## config.mk

```make
export PLATFORM = sky130hd
export DESIGN_NAME = tour_cmd
export DESIGN_NICKNAME = d
export VERILOG_FILES = /design/src/rtl/tour_cmd.sv
export SDC_FILE = /design/constraint.sdc
export NUM_CORES = 1
export LEC_CHECK = 0
export CORE_MARGIN = 5
export CORE_UTILIZATION = 37
export CTS_CLUSTER_SIZE = 10
export DETAILED_ROUTE_END_ITERATION = 10
export PLACE_DENSITY = 0.84
export SYNTH_ARGS = -nofsm -noshare
export SYNTH_HDL_FRONTEND = slang
export SYNTH_SLANG_ARGS = --single-unit
```

## constraint.sdc

```tcl
create_clock -name clk -period 2.5 [get_ports clk]
set_clock_uncertainty 0.2 [all_clocks]
set_input_delay 0.5 -clock clk [delete_from_list [all_inputs] [get_ports clk]]
set_output_delay 0.5 -clock clk [all_outputs]
set_load 0.05 [all_outputs]
```

## src/rtl/tour_cmd.sv

```systemverilog
// rtl/tour_cmd.sv - knight's-tour replay sequencer and UART command mux
// Splits each one-hot solver move into a vertical then a horizontal robot command.
module tour_cmd (
  input  logic        clk,
  input  logic        rst_n,
  input  logic        start_tour,
  input  logic [7:0]  move,
  output logic [4:0]  mv_indx,
  input  logic [15:0] cmd_UART,
  input  logic        cmd_rdy_UART,
  output logic        clr_cmd_rdy_UART,
  output logic [15:0] cmd,
  output logic        cmd_rdy,
  input  logic        clr_cmd_rdy,
  input  logic        send_resp,
  output logic [7:0]  resp
);

  typedef enum logic [2:0] {IDLE, VERT, WAIT_V, HORZ, WAIT_H} state_t;

  localparam logic [4:0] LAST_IDX = 5'd23;

  state_t      state, nxt;
  logic [4:0]  idx_nxt;
  logic [15:0] v_cmd, h_cmd;

  always_ff @(posedge clk or negedge rst_n) begin
    if (!rst_n) begin
      state   <= IDLE;
      mv_indx <= 5'd0;
    end else begin
      state   <= nxt;
      mv_indx <= idx_nxt;
    end
  end

  // Move table: {opcode, heading, squares} for each leg; anything not one-hot
  // falls back to a harmless zero-length north move.
  always_comb begin
    v_cmd = 16'h2000;
    h_cmd = 16'h2000;
    case (move)
      8'h01: begin v_cmd = 16'h2002; h_cmd = 16'h33F1; end
      8'h02: begin v_cmd = 16'h2002; h_cmd = 16'h3BF1; end
      8'h04: begin v_cmd = 16'h2001; h_cmd = 16'h33F2; end
      8'h08: begin v_cmd = 16'h27F1; h_cmd = 16'h33F2; end
      8'h10: begin v_cmd = 16'h27F2; h_cmd = 16'h33F1; end
      8'h20: begin v_cmd = 16'h27F2; h_cmd = 16'h3BF1; end
      8'h40: begin v_cmd = 16'h27F1; h_cmd = 16'h3BF2; end
      8'h80: begin v_cmd = 16'h2001; h_cmd = 16'h3BF2; end
      default: begin v_cmd = 16'h2000; h_cmd = 16'h2000; end
    endcase
  end

  always_comb begin
    nxt              = state;
    idx_nxt          = mv_indx;
    cmd              = cmd_UART;
    cmd_rdy          = cmd_rdy_UART;
    clr_cmd_rdy_UART = clr_cmd_rdy;
    resp             = 8'h5A;
    if (state != IDLE) begin
      clr_cmd_rdy_UART = 1'b0;
      cmd_rdy          = 1'b0;
      cmd              = (state == VERT || state == WAIT_V) ? v_cmd : h_cmd;
    end
    case (state)
      IDLE: begin
        resp = 8'hA5;
        if (start_tour) begin
          idx_nxt = 5'd0;
          nxt     = VERT;
        end
      end
      VERT: begin
        cmd_rdy = 1'b1;
        if (clr_cmd_rdy) nxt = WAIT_V;
      end
      WAIT_V: begin
        if (send_resp) nxt = HORZ;
      end
      HORZ: begin
        cmd_rdy = 1'b1;
        if (clr_cmd_rdy) nxt = WAIT_H;
      end
      WAIT_H: begin
        if (mv_indx == LAST_IDX) resp = 8'hA5;
        if (send_resp) begin
          if (mv_indx == LAST_IDX) begin
            nxt = IDLE;
          end else begin
            idx_nxt = mv_indx + 5'd1;
            nxt     = VERT;
          end
        end
      end
      default: nxt = IDLE;
    endcase
  end

endmodule

```

After elaboration in Yosys (flattened, before gate mapping)
Cells that the tools add are included.
{ "word_totals": {"regBits": 8, "inputBits": 30, "wordCells": 57} }
{ "classes": {"n_eq_ne": 19, "muxes": 20, "addsub": 1, "n_reduce_logical": 15} }
{ "op_table": {"columns": ["operator", "count"], "rows": [
  ["$pmux W13 S4", 1],
  ["$pmux W11 S4", 1],
  ["$mux W16", 2],
  ["$reduce_or A2 Y1", 9],
  ["$pmux W8 S2", 1],
  ["$mux W3", 5],
  ["$mux W5", 3],
  ["$pmux W3 S5", 1],
  ["$ne A2 B2 Y1 const B", 6],
  ["$pmux W5 S2", 1],
  ["$eq A8 B1 Y1 const B", 1],
  ["$eq A8 B2 Y1 const B", 1],
  ["$eq A8 B3 Y1 const B", 1],
  ["$eq A8 B4 Y1 const B", 1],
  ["$eq A8 B5 Y1 const B", 1],
  ["$eq A8 B6 Y1 const B", 1],
  ["$eq A8 B7 Y1 const B", 1],
  ["$eq A8 B8 Y1 const B", 1],
  ["$mux W8", 1],
  ["$eq A3 B2 Y1 const B", 2],
  ["$add A5 B1 Y5 const B", 1],
  ["$eq A5 B5 Y1 const B", 1],
  ["$reduce_and A5 Y1", 1],
  ["$mux W1", 4],
  ["other kinds (7)", 7]
]} }

Depth between registers and ports, before layout
Gate-level depths: netlist of the first run.
{ "logic_depth": {"ltp_word": 5, "ltp_mapped": 6, "ltp_nobuf": 6} }

Least setup slack after synthesis of the first run
OpenSTA, ideal clock, no wires.
{ "synth_timing": {"kind": "input port to output port", "start": "input port move[5]", "end": "output port cmd[0]", "path_stages": 4, "t_arrival_ns": 2.700, "slack_ns": -0.900, "n_path_buf": 1, "required_ns": 1.800, "path_cell_list": "buf_6 -> or3_1 -> or3_4 -> a311oi_1"} }
{ "synth_between": {"elab_chain_len": 5, "word_cells_on_any_way": 20, "classes_between": "8 x eq/ne; 4 x mux; 8 x reduce/logical"} }
{ "synth_lines": {"columns": ["element", "line", "source"], "rows": [
  ["start: declaration", "7", "input logic [7:0] move,"],
  ["$eq A8 B8 Y1, or another cell as far along", "42", "case (move)"],
  ["$reduce_or A2 Y1 (no line)", null, null],
  ["$pmux W13 S4 / $pmux W11 S4 (equally long branches)", "42", null],
  ["$mux W16 *", "65", "cmd = (state == VERT || state == WAIT_V) ? v_cmd : h_cmd;"],
  ["$mux W16 *", "62", "if (state != IDLE) begin"],
  ["end: declaration", "12", "output logic [15:0] cmd,"]
]} }
Every way passes the cells marked *; elsewhere a longest branch is shown, timed or not.

Worst setup path after layout of the first run
{ "layout_timing": {"start": "input port move[4]", "end": "output port cmd[6]"} }
The elaborated chain is that of the path after synthesis.

==> results of run 1 <==
[cell usage after synthesis, drive strengths merged (2+ instances only)]
| cell | number | share of area [%] |
|---|---|---|
| a211oi | 3 | 2.3 |
| a21o | 8 | 6.2 |
| a21oi | 8 | 4.1 |
| a311oi | 2 | 2.5 |
| and2 | 8 | 5.2 |
| buf | 11 | 8.5 |
| clkbuf | 3 | 1.2 |
| dfrtp | 8 | 21 |
| inv | 3 | 1.2 |
| nand2 | 7 | 2.7 |
| nand2b | 2 | 1.3 |
| nand3 | 3 | 1.5 |
| nor2 | 11 | 4.3 |
| nor3 | 5 | 3.7 |
| nor4b | 4 | 3.6 |
| o21a | 3 | 2.3 |
| o21ai | 6 | 3.1 |
| o31ai | 3 | 2.3 |
| or2 | 3 | 1.9 |
| or3 | 4 | 3.6 |
| or4 | 3 | 2.3 |
| xnor2 | 6 | 5.4 |
| xor2 | 2 | 1.8 |
[per-stage QoR]
step                      instance area, sq um  hold WS [ns]
after floorplan                           1080       0.00441
after global placement                    2000         0.333
after detailed placement                  2000         0.352
after CTS                                 2190         0.330
after global routing                      2320         0.354
final                                     2320         0.326
[registers in the layout (all words and copies together) (netlist names)]
register and cells:
state 3, mv_indx 5
[repair_timing]
| action | 4_1_cts | 5_1_grt |
|---|---|---|
| buffers inserted | 7 | 3 |
| pin swaps | 13 | 10 |
| gates cloned | 0 | 0 |
| setup endpoints to repair | 15 | 15 |
| gates resized for setup | 67 | 31 |
[layer usage]
metal	vias up	track usage, %	part of all wire (%)	wire length [microns]
met2	132	44.1	52	2990
li1	602	-	-	-
met1	690	25.8	32	1840
met3	36	2.94	9.7	559
met5	-	0	0	0
met4	0	11.5	6.4	371
[worst max-delay path, delay by kind of cell]
family	cells	cell delay, ns
buffers and inverters	2	0.25
and+or+nand+nor	2	0.84
AOI/OAI and AO/OA	2	0.51
[report_power, final]
group | leakage, nW | total, mW | internal [mW] | switching (mW)
sequential | 0.0988 | 0.199 | 0.158 | 0.0408
combinational | 0.819 | 2.66 | 1.19 | 1.47
clock | 0.0138 | 0.103 | 0.0552 | 0.0481
[cell families after synthesis]
| group | count (synthesis) | synth area share (%) |
|---|---|---|
| compound gates | 37 | 26.6 |
| simple gates | 54 | 33.3 |
| flops | 8 | 20.7 |
| buf+inv | 17 | 10.9 |
| fa+ha+maj | 1 | 1.29 |
| xor+xnor | 8 | 7.24 |
[cell type report]
class	instances	area, sq um	area share, %
Clock buffer	3	22.5	0.971
Inverter	3	15.0	0.647
Multi-Input combinational cell	100	926	39.9
Sequential cell	8	206	8.90
Tap cell	30	37.5	1.62
Timing Repair Buffer	90	1110	48.0
[worst min-delay path by stage]
| stage | slack (ns) | end | cells past startpoint |
|---|---|---|---|
| after global placement | 0.33 | mv_indx[1] | 2 |
| after CTS | 0.33 | state[0] | 1 |
| after detailed placement | 0.35 | mv_indx[0] | 1 |
| after floorplan | 0.004 | mv_indx[0] | 0 |
| after global routing | 0.35 | state[1] | 1 |
| final | 0.33 | mv_indx[4] | 1 |
==> metrics, run 1 <==
DRT iter0 DRCs 135; Post-Syn Area per Cell 7.75 sq um; via count 1460; placer congestion estimate 0.823; slew at the pin closest to its max-slew limit 0.503 ns; failing checks setup timing; Crit-path slowest cell or3_4; kind of critical path input port to primary output; Mapped Nets 156; Synth Register Bits 8; CTS Hold Bufs 0; fin crit period 2.81 ns; Filler cells 77; hold crit path type input port to async pin; post-route ant nets 0; Final Max Slew Viols 0; CP max FO 6; critical path arrival 2.11 ns; outcome finished with violations; fraction of registers with async set/reset 100%; Post-Syn Area 968 sq um; Antenna Cells 0; post-route insts no fill 234; CP Capture Type primary output; CTS tree yes; Worst R2R End mv_indx[3]; vias in the first global route 1328; Pwr Total 2.96 mW; final hold violation count 0; global route overflow 0; post-layout util 92.8%; RSZ-0062 raised after global routing true; CTS sink count 8; CTS H-Tree Depth 1; Reg-to-Reg Start state[0]; drc violations 0; Total Neg Setup Slack -2.59 ns; later-pin clock latency in the skew report 0.26 ns; critical path, cell by cell buf_12 > or3_4 > or3_4 > o211ai_4 > a21o_2 > buf_12; layout cell share with drive strength beyond 1 57.4%; Mapped Cells 125; Startpoint Class input port; Leak 0.932 nW; Clock Pin Slew Worst Setup and Hold Paths 0.06 ns; vias per inst 6.24; setup violation total in the final timing report 14; DRT Wirelength 5760 microns; number of flops mapped to enable cells by yosys 0; reg2reg path depth 8; IR drop worst, VDD 1.32 mV; clk buf depth 2; Initial DRT Pass Iterations 5; dpl cells 221; Starting Density 38.7%; Place WS -0.762 ns; IO Pins 61; WP data required 1.80 ns; core outline area 2500 sq um; Die ar. 3740 sq um; YS warnings 0; register area share after synthesis 20.7%; flop2flop setup slack 0.48 ns; row cnt 18; period utilization 112%; largest net degree at the start of global routing 12; max frequency 356 MHz; headroom to the max-slew limit 66.3%; commonest non-fill, non-tap cells in the layout 27 x buf_4, 27 x buf_12, 26 x clkdlybuf4s50_1; Critical path destination cmd[6]; Tot GR Track Use 23.5%; Primary FF master, synth dfrtp_1; die height 61.2 microns; CP startpoint move[4]; antenna violations before repair 0; WL/cell 24.6 microns; max incr delay on CP 0.43 ns; Port Buffers 60; CTS Buf Count 3; chip width 61.2 microns; Layout area overhead 140%; Max-Cap Viols 0; Clock Root Buffer clkbuf_4; post-synthesis cell type count 37; first-pass GRT wire length 6560 microns; worst setup margin -0.310 ns; hpwl dp 3000 microns; Pwr Density 1280 nW/um^2; Final Net Count 237
(Power assumes the default switching activity.)
==> run 2, diff against run 1 <==
- CORE_UTILIZATION: 37 -> 38
- CTS_BUF_LIST: not set -> sky130_fd_sc_hd__clkbuf_4
- PLACE_DENSITY: 0.84 -> 0.86
==> metrics, run 2 (synthesis results as in run 1) <==
Die ar. 3660 sq um (was 3740 sq um); core outline area 2450 sq um (was 2500 sq um); WP data required 1.80 ns (about the same); share of total power in the clock network 4.4% (was 3.5%); hpwl dp 2930 microns (was 3000 microns); period utilization 112% (about the same); largest net degree at the start of global routing 15 (was 12); hold crit path type input port to async pin (unchanged); max incr delay on CP 0.33 ns (was 0.43 ns); setup violation total in the final timing report 11 (was 14); Internal 1.42 mW (was 1.41 mW); fin crit period 2.80 ns (was 2.81 ns); reg2reg path depth 8 (unchanged); Top delay family on crit path compound AO/OA/AOI/OAI gates (was simple AND/OR/NAND/NOR gates); Hold Worst Slack 0.302 ns (was 0.326 ns); WP buf/inv 4 (was 2); Worst R2R End mv_indx[3] (unchanged); Filler cells 79 (was 77); dpl cells 219 (was 221); CTS tree yes (unchanged); post-route ant nets 0 (unchanged); Clock Pin Slew Worst Setup and Hold Paths 0.07 ns (was 0.06 ns); CP max FO 5 (was 6); drc violations 0 (unchanged); critical path, cell by cell buf_2 > buf_4 > nor2_2 > a211oi_2 > buf_4 > o31ai_2 > a21oi_1 > a311oi_4 > buf_12 (was buf_12 > or3_4 > or3_4 > o211ai_4 > a21o_2 > buf_12); DRT Wirelength 5000 microns (was 5760 microns); antenna violations before repair 0 (unchanged); IR drop worst, VDD 1.33 mV (was 1.32 mV); layout cell share with drive strength beyond 1 55.6% (was 57.4%); WL/cell 21.3 microns (was 24.6 microns); CTS H-Tree Depth 1 (unchanged); CP Capture Type primary output (unchanged); Port Buffers 60 (unchanged); CTS sink count 8 (unchanged); global route overflow 0 (unchanged); Pwr Density 1280 nW/um^2 (about the same); later-pin clock latency in the skew report 0.28 ns (was 0.26 ns); clk buf depth 2 (unchanged); Switching Fraction 51.6% (was 52.5%); Reg-to-Reg Start state[1] (was state[0]); slew at the pin closest to its max-slew limit 0.528 ns (was 0.503 ns); Final Max Slew Viols 0 (unchanged); die height 60.5 microns (was 61.2 microns); RSZ-0062 raised after global routing true (unchanged); Antenna Cells 0 (unchanged); most common cell after layout, fill and taps aside buf_4; Comb power frac 88.9% (was 89.8%); Most flops, register mv_indx (unchanged); Crit-path slowest cell a311oi_4 (was or3_4); via count 1365 (was 1460); vias per inst 5.81 (was 6.24); Clock Root Buffer clkbuf_4 (unchanged); IO Pins 61 (unchanged); critical path arrival 2.10 ns (was 2.11 ns); first-pass GRT wire length 6820 microns (was 6560 microns); headroom to the max-slew limit 64.8% (was 66.3%); max frequency 357 MHz (was 356 MHz); DRT iter0 DRCs 93 (was 135); Leak 0.927 nW (was 0.932 nW); DP Area 2000 sq um (about the same); Max-Cap Viols 0 (unchanged); CTS Buf Count 3 (unchanged); max FFs per register 5 (unchanged); Startpoint Class input port (unchanged); failing checks setup timing (unchanged); Top Registers mv_indx: 5 flops, state: 3 flops (unchanged); Crit path top cell by count buf_4; post-route insts no fill 235 (was 234); worst setup margin -0.304 ns (was -0.310 ns); final hold violation count 0 (unchanged); Final Net Count 237 (unchanged); Non-Filler Cell Area, Final 2290 sq um (was 2320 sq um); Tot GR Track Use 25.4% (was 23.5%); Layout area overhead 136% (was 140%); placer congestion estimate 0.933 (was 0.823); share of power burned in registers 6.6% (was 6.7%); Starting Density 39.4% (was 38.7%); row cnt 18 (unchanged); chip width 60.5 microns (was 61.2 microns); P_sw 1.52 mW (was 1.56 mW); post-layout util 93.3% (was 92.8%); commonest non-fill, non-tap cells in the layout 30 x buf_4, 28 x buf_12, 26 x clkdlybuf4s50_1 (was 27 x buf_4, 27 x buf_12, 26 x clkdlybuf4s50_1); outcome finished with violations (unchanged); vias in the first global route 1439 (was 1328); Initial DRT Pass Iterations 4 (was 5); Total Neg Setup Slack -2.28 ns (was -2.59 ns); flop2flop setup slack 0.39 ns (was 0.48 ns); kind of critical path input port to primary output (unchanged)
## run 2: per-stage QoR
stage / power (mW) / setup WS, ns
after global routing: 3.02 / -0.339
final: 2.94 / -0.304
after floorplan: 1.60 / -0.249
after CTS: 2.83 / -0.251
after detailed placement: 2.61 / -0.751
after global placement: 2.57 / -0.607
## run 2: cell type report
cell class	instances	area (sq um)	share of cell area [%]
clock buffer	4	30.0	1.31
inverter	3	15.0	0.656
multi-input combinational	100	906	39.6
sequential	8	206	9.02
tap	30	37.5	1.64
timing repair buffer	90	1090	47.8
## run 2: power groups by stage
stage / clock (mW) / combinational (mW) / sequential [mW]
floorplan: 0 / 1.41 / 0.194
global placement: 0 / 2.38 / 0.194
detailed placement: 0 / 2.41 / 0.195
CTS: 0.127 / 2.51 / 0.197
global route: 0.139 / 2.69 / 0.198
finish: 0.130 / 2.61 / 0.195
## run 2: worst reg2reg max path: stages (launching register included)
cell,delay [ns]
dfrtp_2,0.42
buf_4,0.17
nor3_4,0.32
buf_4,0.19
buf_4,0.12
a32oi_1,0.14
nor2_1,0.22
xnor2_1,0.15
a21oi_1,0.06
## run 2: metal layers
metal | vias to the layer above | track usage (%) | share of wire, %
met2 | 97 | 50.3 | 54
met5 | - | 0 | 0
met4 | 0 | 14.9 | 5.5
met1 | 633 | 23.3 | 33
met3 | 29 | 5.74 | 7.3
li1 | 606 | - | -
## run 2: worst max path at each step
stage	from	endpoint	slack, ns	depth (start not counted)
after floorplan	move[5]	cmd[1]	-0.25	5
after global placement	move[0]	cmd[6]	-0.61	6
after detailed placement	move[6]	cmd[7]	-0.75	7
after CTS	move[7]	cmd[0]	-0.25	6
after global routing	move[1]	cmd[1]	-0.34	9
final	move[1]	cmd[1]	-0.30	9
## run 2: timing repair
item	4_1_cts	5_1_grt
resized for setup	66	13
endpoints found under the hold margin	0	0
buffers inserted	8	4
setup endpoints to repair	19	20
pin swaps	14	10
hold buffers	0	0
==> run 3, diff against run 2 <==
- PLACE_DENSITY: 0.86 -> 0.83
==> metrics, run 3 (synthesis results as in run 1) <==
outcome finished with violations (unchanged); failing checks setup timing (unchanged); row cnt 18 (unchanged); layout cell share with drive strength beyond 1 55.4% (was 55.6%); clk buf depth 2 (unchanged); max incr delay on CP 0.43 ns (was 0.33 ns); Leak 0.921 nW (was 0.927 nW); placer congestion estimate 0.874 (was 0.933); Max-Cap Viols 0 (unchanged); Non-Filler Cell Area, Final 2300 sq um (was 2290 sq um); worst setup margin -0.275 ns (was -0.304 ns); Die ar. 3660 sq um (unchanged); vias in the first global route 1327 (was 1439); hpwl dp 3030 microns (was 2930 microns); reg2reg path depth 8 (unchanged); max FFs per register 5 (unchanged); Most flops, register mv_indx (unchanged); Top Registers mv_indx: 5 flops, state: 3 flops (unchanged); largest net degree at the start of global routing 13 (was 15); post-route ant nets 0 (unchanged); Crit path top cell by count or3_4 (was buf_4); drc violations 0 (unchanged); WL/cell 23.3 microns (was 21.3 microns); slew at the pin closest to its max-slew limit 0.524 ns (was 0.528 ns); CTS tree yes (unchanged); commonest non-fill, non-tap cells in the layout 29 x buf_4, 27 x buf_12, 26 x clkdlybuf4s50_1 (was 30 x buf_4, 28 x buf_12, 26 x clkdlybuf4s50_1); Top delay family on crit path simple AND/OR/NAND/NOR gates (was compound AO/OA/AOI/OAI gates); die height 60.5 microns (unchanged); chip width 60.5 microns (unchanged); later-pin clock latency in the skew report 0.29 ns (was 0.28 ns); WP data required 1.80 ns (about the same); IO Pins 61 (unchanged); DRT Wirelength 5460 microns (was 5000 microns); DP Area 2000 sq um (about the same); vias per inst 6.16 (was 5.81); Antenna Cells 0 (unchanged); CTS Buf Count 3 (unchanged); Crit-path slowest cell or3_4 (was a311oi_4); Startpoint Class input port (unchanged); CP Capture Type primary output (unchanged); most common cell after layout, fill and taps aside buf_4 (unchanged); Filler cells 78 (was 79); Initial DRT Pass Iterations 4 (unchanged); global route overflow 0 (unchanged); Clock Root Buffer clkbuf_4 (unchanged); RSZ-0062 raised after global routing true (unchanged); critical path arrival 2.07 ns (was 2.10 ns); setup violation total in the final timing report 10 (was 11); core outline area 2450 sq um (unchanged); Layout area overhead 137% (was 136%); via count 1442 (was 1365); Final Max Slew Viols 0 (unchanged); period utilization 111% (was 112%); kind of critical path input port to primary output (unchanged); final hold violation count 0 (unchanged); max frequency 360 MHz (was 357 MHz); CP max FO 6 (was 5); Clock Pin Slew Worst Setup and Hold Paths 0.08 ns (was 0.07 ns); Pwr Total 2.97 mW (was 2.94 mW); first-pass GRT wire length 6320 microns (was 6820 microns); DRT iter0 DRCs 92 (was 93); Port Buffers 60 (unchanged); hold crit path type input port to async pin (unchanged); critical path, cell by cell buf_8 > or3_4 > or3_4 > o21a_1 > a311oi_4 > buf_12 (was buf_2 > buf_4 > nor2_2 > a211oi_2 > buf_4 > o31ai_2 > a21oi_1 > a311oi_4 > buf_12); Starting Density 39.4% (unchanged); antenna violations before repair 0 (unchanged); headroom to the max-slew limit 65.0% (was 64.8%); Pwr Density 1290 nW/um^2 (was 1280 nW/um^2); CP Depth 6 (was 9); Final Net Count 236 (was 237); fin crit period 2.77 ns (was 2.80 ns); IR drop worst, VDD 1.30 mV (was 1.33 mV); Tot GR Track Use 22.9% (was 25.4%); WP buf/inv 2 (was 4); CTS H-Tree Depth 1 (unchanged); CTS sink count 8 (unchanged)
==> run 3: layout make-up <==
class	count	area [sq um]	share of cell area, %
Timing Repair Buffer	89	1090	47.4
Multi-Input combinational cell	100	921	40.1
Sequential cell	8	205	8.93
Tap cell	30	37.5	1.63
Clock buffer	4	30.0	1.31
Inverter	3	15.0	0.654
==> run 3: routing by layer <==
layer  wire, microns  part of all wire [%]  up-vias  GRT usage [%]
met5               0                     0        -              0
met4             383                   7.0        0           8.98
met3             392                   7.2       38           2.55
met2            2900                    53      109           45.5
met1            1780                    33      691           24.1
li1                -                     -      604              -
==> run 3: final timing paths <==
kind	startpoint	end	slack, ns
setup / recovery	move[0]	cmd[1]	-0.27
hold / removal	rst_n	mv_indx[2]	0.30
setup reg to reg	state[2]	mv_indx[4]	0.48
hold reg to reg	mv_indx[4]	mv_indx[4]	0.42
max in group asynchronous	rst_n	mv_indx[3]	1.47
min in group clk	mv_indx[4]	mv_indx[4]	0.42
==> run 3: where the power goes <==
group	switching, mW	internal (mW)	leakage (nW)
Sequential	0.0266	0.157	0.100
Clock	0.0647	0.0729	0.0184
Combinational	1.46	1.18	0.802
==> run 3: through the flow <==
step           std cells  hold WS [ns]  setup TNS (ns)  util (%)  setup slack [ns]
2_1_floorplan        125       0.00441           -1.22         -            -0.249
3_3_place_gp         220         0.334           -5.91      81.3            -0.604
3_5_place_dp         220         0.355           -7.19      81.3            -0.752
4_1_cts              228         0.307           -1.80      87.9            -0.268
5_1_grt              234         0.314           -2.60      93.6            -0.300
6_report             234         0.303           -2.08      93.6            -0.275
==> run 3: timing repair <==
action / 4_1_cts / 5_1_grt
gates resized for setup: 65 / 18
hold buffers: 0 / 0
buffers inserted: 4 / 6
pin swaps: 15 / 8
endpoints found under the setup margin: 15 / 14
